==> src/rtl/argo_chan_recv_pkg.sv <==
// ---------------------------------------------------------------------------
// argo_chan_recv_pkg
//   Shared definitions for the Argo channel receive endpoint.
//   - recv_state_t : 2-bit FSM state encoding (IDLE, WAIT, LAT, HOLD)
//   - req_target() : where a freshly sampled receive request goes
// ---------------------------------------------------------------------------
package argo_chan_recv_pkg;

    typedef enum logic [1:0] {
        ST_IDLE = 2'd0,   // no request outstanding
        ST_WAIT = 2'd1,   // request accepted, waiting for a non-empty FIFO
        ST_LAT  = 2'd2,   // pop issued, waiting out one cycle of RAM latency
        ST_HOLD = 2'd3    // result held for the process until acknowledged
    } recv_state_t;

    // A non-blocking try on an empty FIFO resolves immediately as a miss;
    // every other request goes to WAIT. A non-empty FIFO cannot become
    // empty again without a pop, so WAIT is guaranteed to pop next cycle.
    function automatic recv_state_t req_target(input logic nb, input logic empty);
        return (nb && empty) ? ST_HOLD : ST_WAIT;
    endfunction

endpackage

==> src/rtl/argo_recv_timer.sv <==
// ---------------------------------------------------------------------------
// argo_recv_timer
//   Blocking-wait timeout counter for argo_chan_recv. Only instantiated when
//   ARGO_RECV_TIMEOUT_EN is defined.
// Ports
//   i_clk     : clock
//   i_rst     : asynchronous active-high reset
//   i_active  : receiver is in WAIT; counter is held at zero otherwise
//   i_inc     : a WAIT cycle with the FIFO empty
//   o_expire  : this empty WAIT cycle is the TIMEOUT_CYCLES-th one
// ---------------------------------------------------------------------------
module argo_recv_timer #(
    parameter int TIMEOUT_CYCLES = 256
) (
    input  logic i_clk,
    input  logic i_rst,
    input  logic i_active,
    input  logic i_inc,
    output logic o_expire
);

    localparam int CW = $clog2(TIMEOUT_CYCLES + 1);

    logic [CW-1:0] r_cnt;

    // Holding the count at zero outside WAIT gives the clear-on-entry
    // behaviour without having to detect the entry edge.
    always_ff @(posedge i_clk or posedge i_rst) begin
        if (i_rst) begin
            r_cnt <= '0;
        end else if (!i_active) begin
            r_cnt <= '0;
        end else if (i_inc) begin
            r_cnt <= r_cnt + 1'b1;
        end
    end

    // Expire combinationally on the limit cycle so the FSM leaves WAIT on
    // exactly the TIMEOUT_CYCLES-th empty edge.
    assign o_expire = i_active && i_inc && (r_cnt == CW'(TIMEOUT_CYCLES - 1));

endmodule

==> src/rtl/argo_chan_recv.sv <==
// ---------------------------------------------------------------------------
// argo_chan_recv
//   Receive endpoint of an Argo channel. Converts a process's blocking or
//   non-blocking receive into exactly one safe FIFO pop, absorbs the FIFO
//   read latency and holds the result until the process acknowledges it.
//
// Optional feature macro: ARGO_RECV_TIMEOUT_EN
//   Defined   : blocking waits give up after TIMEOUT_CYCLES empty cycles.
//   Undefined : blocking waits never time out; o_recv_timeout is constant 0.
//
// Ports
//   i_clk, i_rst    : clock, asynchronous active-high reset
//   i_recv_req      : process requests one element (IDLE, or HOLD with ack)
//   i_recv_nb       : qualifies the request as a non-blocking try
//   i_recv_ack      : process consumes the held result
//   o_recv_valid    : result is held (HOLD)
//   o_recv_ok       : o_recv_data is a real element
//   o_recv_data     : received element, 0 when not ok
//   o_recv_timeout  : result came from a timeout
//   o_recv_count    : successful pops since reset (wraps)
//   o_fifo_rd_en    : pop strobe to the FIFO (combinational)
//   i_fifo_rd_data  : FIFO read data
//   i_fifo_empty    : FIFO empty flag
// ---------------------------------------------------------------------------
module argo_chan_recv
    import argo_chan_recv_pkg::*;
#(
    parameter int DATA_WIDTH     = 32,
    parameter int RD_LATENCY     = 1,
    parameter int TIMEOUT_CYCLES = 256
) (
    input  logic                  i_clk,
    input  logic                  i_rst,
    input  logic                  i_recv_req,
    input  logic                  i_recv_nb,
    input  logic                  i_recv_ack,
    output logic                  o_recv_valid,
    output logic                  o_recv_ok,
    output logic [DATA_WIDTH-1:0] o_recv_data,
    output logic                  o_recv_timeout,
    output logic [31:0]           o_recv_count,
    output logic                  o_fifo_rd_en,
    input  logic [DATA_WIDTH-1:0] i_fifo_rd_data,
    input  logic                  i_fifo_empty
);

    generate
        if (RD_LATENCY != 0 && RD_LATENCY != 1) begin : g_bad_latency
            $error("argo_chan_recv: RD_LATENCY must be 0 or 1");
        end
        if (TIMEOUT_CYCLES < 1) begin : g_bad_timeout
            $error("argo_chan_recv: TIMEOUT_CYCLES must be >= 1");
        end
    endgenerate

    recv_state_t           r_state;
    recv_state_t           w_state_next;
    logic                  w_capture;
    logic                  w_ok_next;
    logic                  w_timeout_next;
    logic [DATA_WIDTH-1:0] w_data_next;
    logic                  w_expire;
    logic                  w_waiting;

    logic                  r_ok;
    logic                  r_timeout;
    logic [DATA_WIDTH-1:0] r_data;
    logic [31:0]           r_count;

    assign w_waiting = (r_state == ST_WAIT);

    // Gating with i_rst drops the strobe in the very cycle reset rises,
    // before the asynchronous state clear has propagated.
    assign o_fifo_rd_en = w_waiting && !i_fifo_empty && !i_rst;

`ifdef ARGO_RECV_TIMEOUT_EN
    argo_recv_timer #(
        .TIMEOUT_CYCLES (TIMEOUT_CYCLES)
    ) u_timer (
        .i_clk    (i_clk),
        .i_rst    (i_rst),
        .i_active (w_waiting),
        .i_inc    (w_waiting && i_fifo_empty),
        .o_expire (w_expire)
    );
`else
    assign w_expire = 1'b0;
`endif

    always_comb begin
        w_state_next   = r_state;
        w_capture      = 1'b0;
        w_ok_next      = 1'b0;
        w_timeout_next = 1'b0;
        w_data_next    = '0;
        unique case (r_state)
            ST_IDLE: begin
                if (i_recv_req) begin
                    w_state_next = req_target(i_recv_nb, i_fifo_empty);
                    w_capture    = (w_state_next == ST_HOLD);   // try-miss result
                end
            end
            ST_WAIT: begin
                // A pop always beats a timeout landing on the same cycle.
                if (!i_fifo_empty) begin
                    if (RD_LATENCY == 0) begin
                        w_state_next = ST_HOLD;
                        w_capture    = 1'b1;
                        w_ok_next    = 1'b1;
                        w_data_next  = i_fifo_rd_data;
                    end else begin
                        w_state_next = ST_LAT;
                    end
                end else if (w_expire) begin
                    w_state_next   = ST_HOLD;
                    w_capture      = 1'b1;
                    w_timeout_next = 1'b1;
                end
            end
            ST_LAT: begin
                w_state_next = ST_HOLD;
                w_capture    = 1'b1;
                w_ok_next    = 1'b1;
                w_data_next  = i_fifo_rd_data;
            end
            ST_HOLD: begin
                if (i_recv_ack) begin
                    if (i_recv_req) begin
                        w_state_next = req_target(i_recv_nb, i_fifo_empty);
                        w_capture    = (w_state_next == ST_HOLD);
                    end else begin
                        w_state_next = ST_IDLE;
                    end
                end
            end
            default: w_state_next = ST_IDLE;
        endcase
    end

    always_ff @(posedge i_clk or posedge i_rst) begin
        if (i_rst) begin
            r_state   <= ST_IDLE;
            r_ok      <= 1'b0;
            r_timeout <= 1'b0;
            r_data    <= '0;
            r_count   <= '0;
        end else begin
            r_state <= w_state_next;
            if (w_capture) begin
                r_ok      <= w_ok_next;
                r_timeout <= w_timeout_next;
                r_data    <= w_data_next;
                if (w_ok_next) begin
                    r_count <= r_count + 32'd1;
                end
            end
        end
    end

    assign o_recv_valid   = (r_state == ST_HOLD);
    assign o_recv_ok      = r_ok;
    assign o_recv_data    = r_data;
    assign o_recv_count   = r_count;
`ifdef ARGO_RECV_TIMEOUT_EN
    assign o_recv_timeout = r_timeout;
`else
    assign o_recv_timeout = 1'b0;
`endif

endmodule

==> config.mk <==
export PLATFORM = sky130hd
export DESIGN_NAME = argo_chan_recv
export DESIGN_NICKNAME = d
export VERILOG_FILES = /design/src/rtl/argo_chan_recv_pkg.sv /design/src/rtl/argo_recv_timer.sv /design/src/rtl/argo_chan_recv.sv
export SDC_FILE = /design/constraint.sdc
export NUM_CORES = 1
export LEC_CHECK = 0
export ABC_AREA = 1
export ABC_CLOCK_PERIOD_IN_PS = 3800
export BUFFER_PORTS_ARGS = -buffer_cell sky130_fd_sc_hd__buf_2
export CAP_MARGIN = 20
export CORE_UTILIZATION = 52
export CTS_CLUSTER_SIZE = 40
export DETAILED_ROUTE_END_ITERATION = 10
export PLACE_DENSITY = 0.84
export SLEW_MARGIN = 10
export SYNTH_ARGS = -nofsm -noshare
export SYNTH_HDL_FRONTEND = slang
export SYNTH_SLANG_ARGS = --single-unit
==> constraint.sdc <==
create_clock -name i_clk -period 3.8 [get_ports i_clk]
set_clock_uncertainty 0.1 [all_clocks]
set_input_delay 0.57 -clock i_clk [delete_from_list [all_inputs] [get_ports i_clk]]
set_output_delay 0.57 -clock i_clk [all_outputs]
set_load 0.01 [all_outputs]
==> results.json <==
{
  "flow.area_growth_from_synthesis_pct": 24.40,
  "synth.yosys.warnings": 0,
  "netlist_area_sq_um": 3297,
  "cp_data_required_time_ps": 3130,
  "seq_power_share_pct": 42.7,
  "cell_at_the_root_of_the_clock_tree": "sky130_fd_sc_hd__clkbuf_8",
  "synthesis.nets": 444,
  "critical_path.startpoint": "r_state[1]",
  "maximum_clock_rate_ghz": 0.5160,
  "chipWidth_microns": 81.63,
  "post-place-ws_ps": 1645,
  "final_antenna_net_count": 0,
  "setup_tns_ps": 0,
  "core.rowCount": 28,
  "power.density_cell_area_nw_per_um2": 593.2,
  "floorplan.die_area_sq_um": 6663,
  "post-route-cell-area_sq_um": 4101,
  "1st_pass_router_iterations": 4,
  "initialDrtViolationCount": 143,
  "grt-ovfl-total": 0,
  "cts-root-to-sink-buffers": 2,
  "synth_seq_area_share_pct": 50.85,
  "clock_sink_count": 67,
  "worst_pin_slew_ps": 848.9,
  "switching_pwr_mw": 0.8591,
  "diodes": 0,
  "postSynthAreaPerCell_sq_um": 8.141,
  "htree_num_levels": 3,
  "route.final.wire_length_microns": 7329,
  "postCtsSetupRepairBufs": 0,
  "slew_headroom_pct": 43.32,
  "ir_drop_mv": 0.3885,
  "startpoint_of_the_worst_slack_reg_to_reg_timing_path": "r_state[1]",
  "postSynthCellCount": 405,
  "grt_max_degree": 44,
  "routed_wire_length_per_instance_microns": 12.34,
  "criticalPathCategory": "reg2out",
  "post_drt_via_cell_ratio": 4.879,
  "synthDistinctLibCells": 30,
  "cts_buffers": 9,
  "port-buffer-count": 104,
  "critical_path.startpoint_type": "flip-flop",
  "rsz_0062_raised_after_global_routing": "false",
  "cts_tree": "yes",
  "floorplan.initialDensity_pct": 54.71,
  "synth_seq_cells": 67,
  "initial_antenna_violation_count": 0,
  "first_global_vias": 2654,
  "dieHeight_microns": 81.63,
  "critical_path_peak_fanout": 8,
  "dpl_cell_area_sq_um": 3867,
  "report.final.slew_viol_count": 0,
  "timing.critical_path.arrival_ps": 1270,
  "ratio_of_cells_with_drive_above_1_in_the_final_layout_pct": 28.13,
  "cts_hold_repair.buffers": 0,
  "clock_latency_ps": 340,
  "detail_route.drc_violations": 0,
  "final-setup-viol-count": 0,
  "power.clock.fraction_pct": 26.7,
  "final.period_utilization_pct": 51.00,
  "p_leak_nw": 2.209,
  "finalHoldViolCount": 0,
  "finalCriticalPeriod_ps": 1938,
  "run_status": "complete, no violations",
  "core-area_sq_um": 6026,
  "io_pins": 106,
  "max_cap_violations": 0,
  "gpl.final_weighted_congestion": 0.8623,
  "path_clk_slew_ps": 80,
  "p_sw_share_pct": 35.31,
  "postCtsResizedCells": 0,
  "worst_r2r_path_depth": 5,
  "power.combinational.fraction_pct": 30.6,
  "dpl.hpwl_microns": 5498,
  "grt_first_pass_wirelength_microns": 11940,
  "hold_path.class": "in2async",
  "num_vias": 2898,
  "critPathCaptureType": "output port",
  "postLayoutSetupSlackWorst_ps": 1862,
  "nNetsFinal": 553,
  "internal_power_mw": 1.574,
  "grt_usage_pct": 23.80
}
[cell usage in the layout, fill, tap and decap left out]
cell	n
sky130_fd_sc_hd__nand2_4	2
sky130_fd_sc_hd__nor3_2	2
sky130_fd_sc_hd__buf_2	104
sky130_fd_sc_hd__nand4_1	3
sky130_fd_sc_hd__nor3_4	1
sky130_fd_sc_hd__buf_4	2
sky130_fd_sc_hd__clkinv_4	1
sky130_fd_sc_hd__clkbuf_1	2
sky130_fd_sc_hd__xnor2_1	5
sky130_fd_sc_hd__dfrtp_1	67
sky130_fd_sc_hd__ha_1	1
sky130_fd_sc_hd__xor2_1	8
sky130_fd_sc_hd__inv_2	2
sky130_fd_sc_hd__nand2_2	2
sky130_fd_sc_hd__o21ai_2	1
sky130_fd_sc_hd__nand2_1	129
sky130_fd_sc_hd__nand3_1	9
sky130_fd_sc_hd__nor4_1	1
sky130_fd_sc_hd__clkbuf_8	10
sky130_fd_sc_hd__nor2_4	5
sky130_fd_sc_hd__o21ai_0	34
sky130_fd_sc_hd__buf_8	1
sky130_fd_sc_hd__conb_1	1
sky130_fd_sc_hd__bufinv_16	2
sky130_fd_sc_hd__inv_1	62
sky130_fd_sc_hd__nor2_1	31
sky130_fd_sc_hd__nor2_2	6
sky130_fd_sc_hd__nand3b_1	14
sky130_fd_sc_hd__a21oi_2	1
sky130_fd_sc_hd__nor3_1	2
sky130_fd_sc_hd__nand3_2	3
sky130_fd_sc_hd__o21ai_1	3
sky130_fd_sc_hd__clkinv_2	1
sky130_fd_sc_hd__o211ai_1	1
[per-layer routing]
layer | up-vias | routed length, microns | global-route usage (%)
met1 | 1348 | 3246 | 30.27
met5 | - | 0 | 0
li1 | 1459 | - | -
met4 | 0 | 128 | 10.70
met2 | 78 | 3669 | 39.67
met3 | 13 | 284 | 4.111
[logic make-up after synthesis]
group / Yosys count / share of synthesized area (%)
xor gates and xnor gates: 13 / 3.454
DFF: 67 / 50.85
other: 1 / 0.1137
and+or+nand+nor: 210 / 29.68
buffers and inverters: 73 / 9.146
AOI/OAI and AO/OA: 40 / 6.376
adders and majority gates: 1 / 0.3794
[layout make-up]
class	count	area, sq um
sequential	67	1677
inverter	64	240.2
clock inverter	4	73.82
timing repair buffer	107	550.5
clock buffer	12	145.1
tap	75	93.84
multi-input combinational	265	1321
fill	523	1924
[worst paths after layout]
kind	endpoint	slack, ps
min in group i_clk	o_recv_data[0]	340
setup / recovery	o_fifo_rd_en	1860
hold reg to reg	o_recv_count[30]	420
hold / removal	r_state[1]	310
setup reg to reg	o_recv_data[30]	2060
max in group asynchronous	o_recv_count[28]	2430
[synth_stat cells]
cell                       count  area [sq um]
sky130_fd_sc_hd__nand2_4       2         22.52
sky130_fd_sc_hd__nor4_1        1         6.260
sky130_fd_sc_hd__nand2_1     129         484.2
sky130_fd_sc_hd__nor3_4        1         16.27
sky130_fd_sc_hd__inv_2         1         3.750
sky130_fd_sc_hd__nor3_1        2         10.01
sky130_fd_sc_hd__xnor2_1       5         43.79
sky130_fd_sc_hd__a21oi_2       1         8.760
sky130_fd_sc_hd__nand3_2       3         30.03
sky130_fd_sc_hd__nor2_4        5         56.30
sky130_fd_sc_hd__conb_1        1         3.750
sky130_fd_sc_hd__o21ai_1       3         15.01
sky130_fd_sc_hd__inv_1        63         236.5
sky130_fd_sc_hd__o211ai_1      1         7.510
sky130_fd_sc_hd__nand3_1       9         45.04
sky130_fd_sc_hd__nor3_2        2         20.02
sky130_fd_sc_hd__xor2_1        8         70.07
sky130_fd_sc_hd__nand4_1       3         18.77
sky130_fd_sc_hd__buf_4         5         37.54
sky130_fd_sc_hd__buf_6         1         11.26
sky130_fd_sc_hd__nand3b_1     14         105.1
sky130_fd_sc_hd__nor2_2        5         31.28
sky130_fd_sc_hd__dfrtp_1      67          1677
sky130_fd_sc_hd__o21ai_0      34         170.2
sky130_fd_sc_hd__buf_2         1         5.000
sky130_fd_sc_hd__ha_1          1         12.51
sky130_fd_sc_hd__nor2_1       32         120.1
sky130_fd_sc_hd__o21ai_2       1         8.760
sky130_fd_sc_hd__nand2_2       2         12.51
sky130_fd_sc_hd__clkbuf_1      2         7.510
[power groups by stage]
stage	Combinational [mW]	Sequential (mW)	Clock, mW
2_1_floorplan	0.382	1.12	0
3_3_place_gp	0.709	1.04	0
3_5_place_dp	0.735	1.05	0
4_1_cts	0.740	1.04	0.653
5_1_grt	0.841	1.06	0.685
6_report	0.743	1.04	0.650
[registers in the layout (all words and copies together), names as in the netlist]
name	count
o_recv_ok	1
o_recv_count	32
r_state	2
o_recv_data	32
[critical path: stages (launching register included)]
cell and delay (ps):
sky130_fd_sc_hd__dfrtp_1 480, sky130_fd_sc_hd__nor4_1 280, sky130_fd_sc_hd__buf_2 170
[per-stage QoR]
stage | cells | power [mW] | util [%] | hold slack, ps
after floorplan | 405 | 1.502 | - | 431.6
after global placement | 577 | 1.750 | 64.18 | 395.8
after detailed placement | 577 | 1.783 | 64.18 | 415.3
after CTS | 593 | 2.432 | 67.82 | 335.9
after global routing | 594 | 2.589 | 68.06 | 331.4
final | 594 | 2.433 | 68.06 | 307.4
Power figures use the tool's default switching activity.
